File: config.mk
export PLATFORM = sky130hd
export DESIGN_NAME = datapath_stream_player
export DESIGN_NICKNAME = d
export VERILOG_FILES = /design/src/rtl/datapath_pkg.sv /design/src/rtl/datapath_underrun_watchdog.sv /design/src/rtl/datapath_stream_player.sv
export SDC_FILE = /design/constraint.sdc
export NUM_CORES = 1
export LEC_CHECK = 0
export BUFFER_PORTS_ARGS = -buffer_cell sky130_fd_sc_hd__buf_2
export CAP_MARGIN = 20
export CORE_AREA = 2 2 179 181
export CTS_BUF_LIST = sky130_fd_sc_hd__clkbuf_8
export CTS_CLUSTER_SIZE = 14
export DETAILED_ROUTE_END_ITERATION = 10
export DIE_AREA = 0 0 181 183
export PLACE_DENSITY = 0.7
export SYNTH_ARGS = -nofsm -noshare
export SYNTH_HDL_FRONTEND = slang
export SYNTH_SLANG_ARGS = --single-unit
File: constraint.sdc
create_clock -name clk -period 6.01 [get_ports clk]
set_input_delay 0.601 -clock clk [delete_from_list [all_inputs] [get_ports clk]]
set_output_delay 0.601 -clock clk [all_outputs]
set_load 0.05 [all_outputs]
File: src/rtl/datapath_pkg.sv
// Shared types and constants for the datapath FIFO read-side player.
// Holds the player state encoding, default frame geometry and counter widths.
package datapath_pkg;

  localparam int DP_CH_WIDTH    = 32;
  localparam int DP_NUM_CH      = 6;
  localparam int DP_DATA_WIDTH  = DP_CH_WIDTH * DP_NUM_CH;
  localparam int UNDERRUN_CNT_W = 16;

  typedef enum logic [2:0] {
    IDLE  = 3'd0,
    PRIME = 3'd1,
    PLAY  = 3'd2,
    STOP  = 3'd3,
    FAULT = 3'd4
  } player_state_e;

  // Increment that sticks at all-ones instead of wrapping.
  function automatic logic [UNDERRUN_CNT_W-1:0] sat_inc(input logic [UNDERRUN_CNT_W-1:0] v);
    return (&v) ? v : v + 1'b1;
  endfunction

endpackage

File: src/rtl/datapath_underrun_watchdog.sv
// Strobe watchdog: flags an underrun when TICK_PERIOD+2 cycles pass without a kick,
// and flags limit_hit on the underrun that completes UNDERRUN_LIMIT consecutive misses.
module datapath_underrun_watchdog #(
  parameter int TICK_PERIOD    = 30,
  parameter int UNDERRUN_LIMIT = 4
) (
  input  logic clk,
  input  logic rstn,
  input  logic run,
  input  logic kick,
  output logic underrun,
  output logic limit_hit
);

  localparam int TIMEOUT = TICK_PERIOD + 2;
  localparam int TIMER_W = $clog2(TIMEOUT);
  localparam int MISS_W  = $clog2(UNDERRUN_LIMIT + 1);

  logic [TIMER_W-1:0] timer_q;
  logic [MISS_W-1:0]  miss_q;

  // A kick in the expiry cycle wins, so no underrun is reported alongside a strobe.
  assign underrun  = run && !kick && (timer_q == TIMER_W'(TIMEOUT - 1));
  assign limit_hit = underrun && (miss_q == MISS_W'(UNDERRUN_LIMIT - 1));

  // NOTE: sequential state uses non-blocking assignments so every flop samples pre-edge values.
  always_ff @(posedge clk or negedge rstn) begin
    if (!rstn) begin
      timer_q <= '0;
      miss_q  <= '0;
    end else if (!run || kick) begin
      timer_q <= '0;
      miss_q  <= '0;
    end else if (underrun) begin
      timer_q <= '0;
      miss_q  <= miss_q + 1'b1;
    end else begin
      timer_q <= timer_q + 1'b1;
    end
  end

endmodule

File: src/rtl/datapath_stream_player.sv
// Read-side sequencer for the datapath FIFO: primes, plays frames as channel words, detects underruns.
// Build option: define DATAPATH_PLAYER_ZERO_FILL_EN to emit a silent frame on every underrun.
module datapath_stream_player
  import datapath_pkg::*;
#(
  parameter int DATA_WIDTH     = DP_DATA_WIDTH,
  parameter int CH_WIDTH       = DP_CH_WIDTH,
  parameter int NUM_CH         = DP_NUM_CH,
  parameter int COUNT_WIDTH    = 11,
  parameter int START_LEVEL    = 512,
  parameter int TICK_PERIOD    = 30,
  parameter int UNDERRUN_LIMIT = 4
) (
  input  logic                      clk,
  input  logic                      rstn,
  input  logic                      enable,
  input  logic                      abort,
  input  logic                      clear_err,
  input  logic [COUNT_WIDTH-1:0]    fifo_data_count,
  input  logic                      fifo_rd_strobe,
  input  logic [DATA_WIDTH-1:0]     fifo_data,
  output logic                      fifo_rd,
  output logic [DATA_WIDTH-1:0]     ch_data,
  output logic                      ch_valid,
  output player_state_e             state,
  output logic [UNDERRUN_CNT_W-1:0] underrun_cnt,
  output logic                      underrun_err,
  output logic [31:0]               frames_played
);

  if (DATA_WIDTH != NUM_CH * CH_WIDTH) begin : g_bad_width
    $error("datapath_stream_player: DATA_WIDTH must equal NUM_CH*CH_WIDTH");
  end

  player_state_e             state_q, state_d;
  logic                      stop_wait_q;
  logic                      wd_run, capture, underrun, limit_hit;
  logic [DATA_WIDTH-1:0]     ch_data_q;
  logic                      ch_valid_q;
  logic [UNDERRUN_CNT_W-1:0] underrun_cnt_q;
  logic                      underrun_err_q;
  logic [31:0]               frames_q;

  // abort cancels everything in its own cycle: no capture, no watchdog activity.
  assign wd_run  = (state_q == PLAY) && !abort;
  assign capture = fifo_rd_strobe && !abort && ((state_q == PLAY) || (state_q == STOP));

  datapath_underrun_watchdog #(
    .TICK_PERIOD    (TICK_PERIOD),
    .UNDERRUN_LIMIT (UNDERRUN_LIMIT)
  ) u_watchdog (
    .clk       (clk),
    .rstn      (rstn),
    .run       (wd_run),
    .kick      (capture),
    .underrun  (underrun),
    .limit_hit (limit_hit)
  );

  // NOTE: next-state is defaulted to the current state before the case, so no latch is inferred.
  always_comb begin
    state_d = state_q;
    if (abort) begin
      state_d = IDLE;
    end else begin
      case (state_q)
        IDLE:    if (enable) state_d = PRIME;
        PRIME: begin
          if (!enable)                                           state_d = IDLE;
          else if (fifo_data_count >= COUNT_WIDTH'(START_LEVEL)) state_d = PLAY;
        end
        PLAY: begin
          if (limit_hit)    state_d = FAULT;
          else if (!enable) state_d = STOP;
        end
        // Two STOP cycles let a read tick already committed by the FIFO land.
        STOP:    if (stop_wait_q) state_d = IDLE;
        FAULT:   if (clear_err)   state_d = IDLE;
        default: state_d = IDLE;
      endcase
    end
  end

  always_ff @(posedge clk or negedge rstn) begin
    if (!rstn) begin
      state_q     <= IDLE;
      stop_wait_q <= 1'b0;
    end else begin
      state_q     <= state_d;
      stop_wait_q <= (state_q == STOP) && (state_d == STOP);
    end
  end

  // NOTE: the capture register is reset like any other flop; outputs must read 0 out of reset.
  always_ff @(posedge clk or negedge rstn) begin
    if (!rstn) begin
      ch_data_q      <= '0;
      ch_valid_q     <= 1'b0;
      frames_q       <= '0;
      underrun_cnt_q <= '0;
      underrun_err_q <= 1'b0;
    end else begin
      ch_valid_q <= 1'b0;
      if (capture) begin
        ch_data_q  <= fifo_data;
        ch_valid_q <= 1'b1;
        frames_q   <= frames_q + 32'd1;
      end
`ifdef DATAPATH_PLAYER_ZERO_FILL_EN
      else if (underrun) begin
        ch_data_q  <= '0;
        ch_valid_q <= 1'b1;
      end
`endif
      if (underrun) underrun_cnt_q <= sat_inc(underrun_cnt_q);
      if ((state_q == PLAY) && (state_d == FAULT)) underrun_err_q <= 1'b1;
      else if (clear_err)                          underrun_err_q <= 1'b0;
    end
  end

  assign fifo_rd       = (state_q == PLAY);
  assign state         = state_q;
  assign ch_data       = ch_data_q;
  assign ch_valid      = ch_valid_q;
  assign underrun_cnt  = underrun_cnt_q;
  assign underrun_err  = underrun_err_q;
  assign frames_played = frames_q;

endmodule

==> out/metrics.cfg, run 1 <==
[status]
outcome=complete, no violations

[clocking]
cts-root-buf=clkbuf_8
cts_bufs_inserted=45
postCtsSetupBuffers=0
clk-insertion-delay-late_ns=0.53
clock_sinks=254
cts.htree.levels=2
tritoncts=built
cts_max_path_buffers=3
cts_resized=0
holdBufCountCts=0
cts.reportedPaths.clkPinSlew_ns=0.06

[worst_setup_path]
timing_worst_setup_path_type=reg2reg
crit_buf_inv=2
worst-path-stages=4
timing.critical_path.cells=nor4bb_4 > buf_4 > buf_4 > mux2_2
required_time_of_the_critical_path_ns=6.42
r2r_end=ch_data[136]
worst_setup_path_end_kind=flip-flop
timing.critical_path.slowest_stage_cell=buf_4
start_kind=flip-flop
critPathMostFrequentCell=buf_4
regToRegSetupSlack_ns=3.02
timing.critical_path.arrival_ns=3.39
timing.critical_path.max_delay_family=buffers and inverters
worst_path_largest_cell_delay_ns=0.77
reg2reg_depth=4
reg2reg_from=state[2]
critPathMaxFanout=67

[power_and_ir_drop]
internal-power_w=0.00390
seq_pwr_share_pct=34.6
ir_worst_vdd_uv=368
share_clk_of_total_power_pct=21.4
cellPowerDensity_nw_per_um2=536
power.static_leakage_nw=6.91
p_comb_share_pct=44.0
power_switching_share_pct=46.2
switching_pwr_w=0.00336

[sta]
finalMaxSlewViolations=0
setup_viol=0
timing.slew.headroom_pct=35.8
maximum_operating_frequency_ghz=0.335
timing_worst_slew_pin_value_ns=0.963
fin_setup_tns_ns=0
post-route-period-util_pct=49.7
hold_viol_final=0
grt_setup_unrepaired=no
clock_skew_after_layout_ns=0.0143
fin_crit_ns=2.99

[job]
drv_cap=0

[placement]
count_of_input_and_output_buffers=445
routabilityCongestion=0.797
placed_cells_incl_taps=1498
dp.final_hpwl_um=19200

[final_layout]
drive_gt1_share_pct=60.4
diodes=0
nNetsFinal=1358
most_frequent_standard_cell_in_the_layout_excluding_fill_and_tap_cells=buf_2
area_growth_syn_to_layout_pct=35.4
layout.filler_cells=2964
layoutNonFillerInstCount=1575
layout.cells.most_common_list=444 x buf_2, 254 x dfrtp_1, 194 x mux2_2, 55 x clkbuf_8, 26 x inv_1

[logic_synthesis]
ys_seq_area_share_pct=63.5
flip_flop_and_latch_count_after_synthesis=254
synth.cell_area_um2=10000
synth_cell_type_count=37
postSynthCellCount=674
synthesis.area_per_instance_um2=14.8
syn-num-nets=889
yosys_warnings=0

[global_route]
final_global_route_overflow_total=0
grt.total_usage_pct=15.4
grt_antenna_before_repair=0
vias_in_the_first_global_route=7787
grt_first_pass_wirelength_um=41300
maximum_number_of_pins_on_one_net_before_global_route_repair=120

[routing]
post-route-drc-count=0
avgViaCountPerCell=4.61
drt-total-wl_um=26200
final_antenna_net_count=0
drt_iter0_markers=325
wire_per_inst_um=16.6
vias=7267
dr.pass1.iters=4

[worst_hold_path]
worstHoldPathType=in2async

[die]
placementRows=65
chipHeight_um=183
num_io_pins=455
fp.dieArea_um2=33100
start_util_pct=32.0
fp.dieW_um=181
coreArea_um2=31200

==> how the worst max path moves through the flow <==
stage,start,slack [ns],endpoint
after CTS,state[2],3.02,ch_data[126]
final,state[2],3.02,ch_data[136]
after floorplan,u_watchdog.timer_q[0],3.62,underrun_cnt[14]
after global placement,abort,2.82,ch_data[109]
after detailed placement,abort,2.79,ch_data[125]
after global routing,state[2],2.88,ch_data[143]
==> cell usage after synthesis, drive strengths merged <==
library cell  instances  share of area [%]
dfrtp               254                 64
mux2                194                 22
xnor2                24                2.1
xor2                 24                2.1
nand2                18               0.68
nand4                18                1.1
nand3                17               0.85
buf                  15               0.78
clkbuf               14               0.53
nor2                 11               0.41
nor3                 11               0.55
and4                  9               0.79
nor4                  9               0.71
and3                  8               0.50
inv                   8               0.30
ha                    6               0.75
a211oi                5               0.38
a21oi                 5               0.25
o21ai                 3               0.15
and2                  2               0.13
nand2b                2               0.13
nor3b                 2               0.15
nor4b                 2               0.18
or3b                  2               0.18
or4                   2               0.19
a2111oi               1              0.088
a21boi                1              0.075
mux2i                 1               0.10
nand3b                1              0.075
nand4b                1              0.088
nor4bb                1               0.10
o21a                  1              0.075
o221ai                1              0.088
or2                   1              0.063
==> state kept, by name, indices dropped and copies added (netlist names) <==
signal / count
u_watchdog.miss_q: 3
frames_played: 32
ch_valid: 1
u_watchdog.timer_q: 5
state: 3
underrun_cnt: 16
underrun_err: 1
ch_data: 192
stop_wait_q: 1
==> cells by family (layout without fill, tap and decap cells) <==
group,after synthesis,count (layout),share of synthesized area [%]
AOI/OAI and AO/OA,17,17,1.10
xor gates and xnor gates,48,48,4.20
muxes,195,195,21.9
and+or+nand+nor,117,117,6.88
buffers and inverters,37,536,1.60
DFF,254,254,63.5
adders and majority gates,6,6,0.750
==> layout make-up <==
| class | instances | area (um^2) | area share, % |
|---|---|---|---|
| timing repair buffer | 451 | 2280 | 16.8 |
| inverter | 8 | 30.0 | 0.222 |
| sequential | 254 | 6360 | 46.9 |
| clock inverter | 22 | 118 | 0.868 |
| tap | 402 | 503 | 3.71 |
| clock buffer | 55 | 757 | 5.59 |
| multi-input combinational | 383 | 3500 | 25.9 |
==> power groups by stage <==
stage               Combinational, W  Sequential [W]  Clock, W
floorplan                   0.000492         0.00442         0
global placement             0.00319         0.00251         0
detailed placement           0.00323         0.00253         0
CTS                          0.00323         0.00252   0.00160
global route                 0.00331         0.00258   0.00169
finish                       0.00320         0.00251   0.00155
==> stage by stage <==
stage | worst slack (ns) | instance area [um^2] | utilization, % | hold slack (ns) | power [W]
finish | 3.02 | 13500 | 43.4 | 0.0939 | 0.00726
global route | 2.88 | 13500 | 43.4 | 0.160 | 0.00759
CTS | 3.02 | 13500 | 43.4 | 0.146 | 0.00735
detailed placement | 2.79 | 12700 | 40.6 | 0.458 | 0.00576
global placement | 2.82 | 12700 | 40.6 | 0.454 | 0.00570
floorplan | 3.62 | 10000 | - | 0.305 | 0.00491
==> worst register-to-register path: stages, from the launching register on <==
cell      delay [ns]
dfrtp_1         0.48
nor4bb_4        0.43
buf_4           0.66
buf_4           0.82
mux2_2          0.47
==> routing by layer <==
metal	up-vias	wire, um	track usage (%)
met4	0	758	6.15
met5	-	0	0
met2	273	12800	25.6
li1	3352	-	-
met3	58	1900	4.63
met1	3584	10700	19.0
Note: power is estimated with default switching activity, not from simulation.
==> inputs of run 2 (changes only) <==
--- a/config.mk
+++ b/config.mk
@@ -7,12 +7,12 @@
 export LEC_CHECK = 0
 export BUFFER_PORTS_ARGS = -buffer_cell sky130_fd_sc_hd__buf_2
 export CAP_MARGIN = 20
-export CORE_AREA = 2 2 179 181
+export CORE_AREA = 2 2 178 180
 export CTS_BUF_LIST = sky130_fd_sc_hd__clkbuf_8
 export CTS_CLUSTER_SIZE = 14
 export DETAILED_ROUTE_END_ITERATION = 10
-export DIE_AREA = 0 0 181 183
-export PLACE_DENSITY = 0.7
+export DIE_AREA = 0 0 180 182
+export PLACE_DENSITY = 0.73
 export SYNTH_ARGS = -nofsm -noshare
 export SYNTH_HDL_FRONTEND = slang
 export SYNTH_SLANG_ARGS = --single-unit
==> constraint.sdc (replaced) <==
create_clock -name clk -period 2.4 [get_ports clk]
set_input_delay 0.24 -clock clk [delete_from_list [all_inputs] [get_ports clk]]
set_output_delay 0.24 -clock clk [all_outputs]
set_load 0.05 [all_outputs]
==> out/metrics.cfg, run 2 (synthesis results as in run 1) <==
[status]
outcome=complete, no violations

[final_layout]
nNetsFinal=1571  ; +16%
layoutNonFillerInstCount=1787  ; +13%
post-route-util_pct=51.1  ; +7.7 points
max_ffs_per_register=192  ; unchanged
layout.filler_cells=2570  ; -13%
drive_gt1_share_pct=53.0  ; -7.3 points
layout.cells.most_common_list=444 x buf_2, 254 x dfrtp_1, 195 x dlygate4sd3_1, 194 x mux2_2, 59 x clkbuf_8
multi_input_comb_area_um2=3520  ; +0.36%
sequential_cell_area_um2=6360  ; unchanged
most_frequent_standard_cell_in_the_layout_excluding_fill_and_tap_cells=buf_2
area_growth_syn_to_layout_pct=58.2

[routing]
vias=8317  ; +14%
dr.pass1.iters=4  ; unchanged
drt-total-wl_um=30700  ; +17%
final_antenna_net_count=0  ; unchanged
avgViaCountPerCell=4.65  ; +0.87%
wire_per_inst_um=17.2  ; +3.5%
drt_iter0_markers=333  ; +2.5%
post-route-drc-count=0  ; unchanged

[die]
start_util_pct=32.3  ; +0.25 points
chipHeight_um=182  ; -0.55%
coreArea_um2=31000  ; -0.78%
fp.dieW_um=180  ; -0.55%
num_io_pins=455  ; unchanged
placementRows=65  ; unchanged
fp.dieArea_um2=32800  ; -1.1%

[worst_setup_path]
regToRegSetupSlack_ns=0.15  ; -2.87 ns
required_time_of_the_critical_path_ns=2.85  ; -3.57 ns
worst_setup_path_end_kind=flip-flop
reg2reg_depth=7  ; +3
timing.critical_path.arrival_ns=2.70  ; -0.69 ns
start_kind=flip-flop
timing_worst_setup_path_type=reg2reg
reg2reg_from=u_watchdog.timer_q[0]
r2r_end=underrun_cnt[14]
critPathMaxFanout=5  ; -93%

[clocking]
postCtsSetupBuffers=0  ; unchanged
cts.reportedPaths.clkPinSlew_ns=0.06  ; about the same
clk-insertion-delay-late_ns=0.53  ; about the same
cts-root-buf=clkbuf_8
cts_bufs_inserted=43  ; -4.4%
cts.htree.levels=2  ; unchanged
clock_sinks=254  ; unchanged
cts_max_path_buffers=3  ; unchanged
tritoncts=built

[placement]
routabilityCongestion=0.801  ; +0.49%
dp.final_hpwl_um=19900  ; +3.7%
count_of_input_and_output_buffers=445  ; unchanged
placed_cells_incl_taps=1518  ; +1.3%

[power_and_ir_drop]
cellPowerDensity_nw_per_um2=1190  ; +120%
ir_worst_vdd_uv=1150  ; +210%
power.static_leakage_nw=7.86  ; +14%

[global_route]
grt.total_usage_pct=18.3  ; +2.9 points
maximum_number_of_pins_on_one_net_before_global_route_repair=77  ; -36%
grt_antenna_before_repair=1  ; +1
final_global_route_overflow_total=0  ; unchanged
grt_first_pass_wirelength_um=48500  ; +17%
vias_in_the_first_global_route=9363  ; +20%

[sta]
post-route-period-util_pct=93.7  ; +44 points
grt_setup_unrepaired=no
hold_viol_final=0  ; unchanged
fin_setup_tns_ns=0  ; unchanged
maximum_operating_frequency_ghz=0.445  ; +33%
setup_viol=0  ; unchanged
finalMaxSlewViolations=0  ; unchanged
fin_crit_ns=2.25  ; -0.740 ns
clock_skew_after_layout_ns=0.00971  ; -0.00457 ns
timing.slew.headroom_pct=50.7  ; +15 points
timing_worst_slew_pin_value_ns=0.732  ; -0.231 ns

[worst_hold_path]
worst_hold_path_stage_count=3
holdCritStartpoint=fifo_rd_strobe
worst_hold_path.endpoint=u_watchdog.timer_q[1]
worstHoldPathType=in2reg

[job]
drv_cap=0  ; unchanged

## run 2: cell types whose count changed in the layout (fill, tap and decap cells not counted), sizes merged
cell         before  now
buf             451  471
bufinv            1    2
clkbuf           55   59
clkinvlp          2    0
diode             0    1
dlygate4sd3       0  195
inv              26   19
## run 2: final cells by class
type,count,share of cell area (%)
sequential,254,40.2
timing repair buffer,666,28.4
multi-input combinational,383,22.2
clock buffer,59,5.13
tap,402,3.18
clock inverter,14,0.672
inverter,8,0.190
antenna,1,0.0158
## run 2: routing by layer
metal  routed length [um]  up-vias  global-route usage [%]
li1                     -     3784                       -
met1                11100     4063                    19.5
met2                16000      351                    33.0
met3                 2100      119                    5.31
met4                 1500        0                    9.50
met5                    0        -                       0
## run 2: how the worst max path moves through the flow
stage / cells past startpoint / slack, ns / start / endpoint
final: 7 / 0.15 / u_watchdog.timer_q[0] / underrun_cnt[14]
after global routing: 8 / 0.004 / u_watchdog.timer_q[0] / underrun_cnt[1]
after CTS: 7 / 0.007 / u_watchdog.timer_q[0] / underrun_cnt[10]
after detailed placement: 7 / 0.005 / u_watchdog.timer_q[0] / underrun_cnt[10]
after global placement: 7 / 0.05 / u_watchdog.timer_q[0] / underrun_cnt[14]
after floorplan: 8 / 0.006 / u_watchdog.timer_q[0] / underrun_cnt[14]
## run 2: critical path, cell delays in order, from the launching register on
cell and delay [ns]:
dfrtp_1 0.37, ha_1 0.19, and3_1 0.16, ha_1 0.15, or3b_4 0.39, or4_4 0.48
nor4_4 0.25, xor2_1 0.17
## run 2: through the flow
step	area, um^2	hold WS (ns)	total power [W]	setup slack [ns]
finish	15800	0.103	0.0189	0.152
CTS	15800	0.0795	0.0189	0.00694
global placement	12900	0.269	0.0143	0.0510
detailed placement	12900	0.273	0.0145	0.00491
floorplan	10000	-0.0556	0.0123	0.00592
global route	15800	0.0836	0.0196	0.00395
## run 2: repair_timing
action	4_1_cts	5_1_grt
gates cloned	0	0
setup endpoints to repair	2	4
resized for setup	1	3
hold buffers	195	0
hold endpoints to repair	265	0
pin swaps	0	2
## run 2: power by group
part           total [W]  internal, W  switching [W]
sequential       0.00637      0.00562       0.000756
clock            0.00410      0.00238        0.00171
combinational    0.00840      0.00224        0.00616
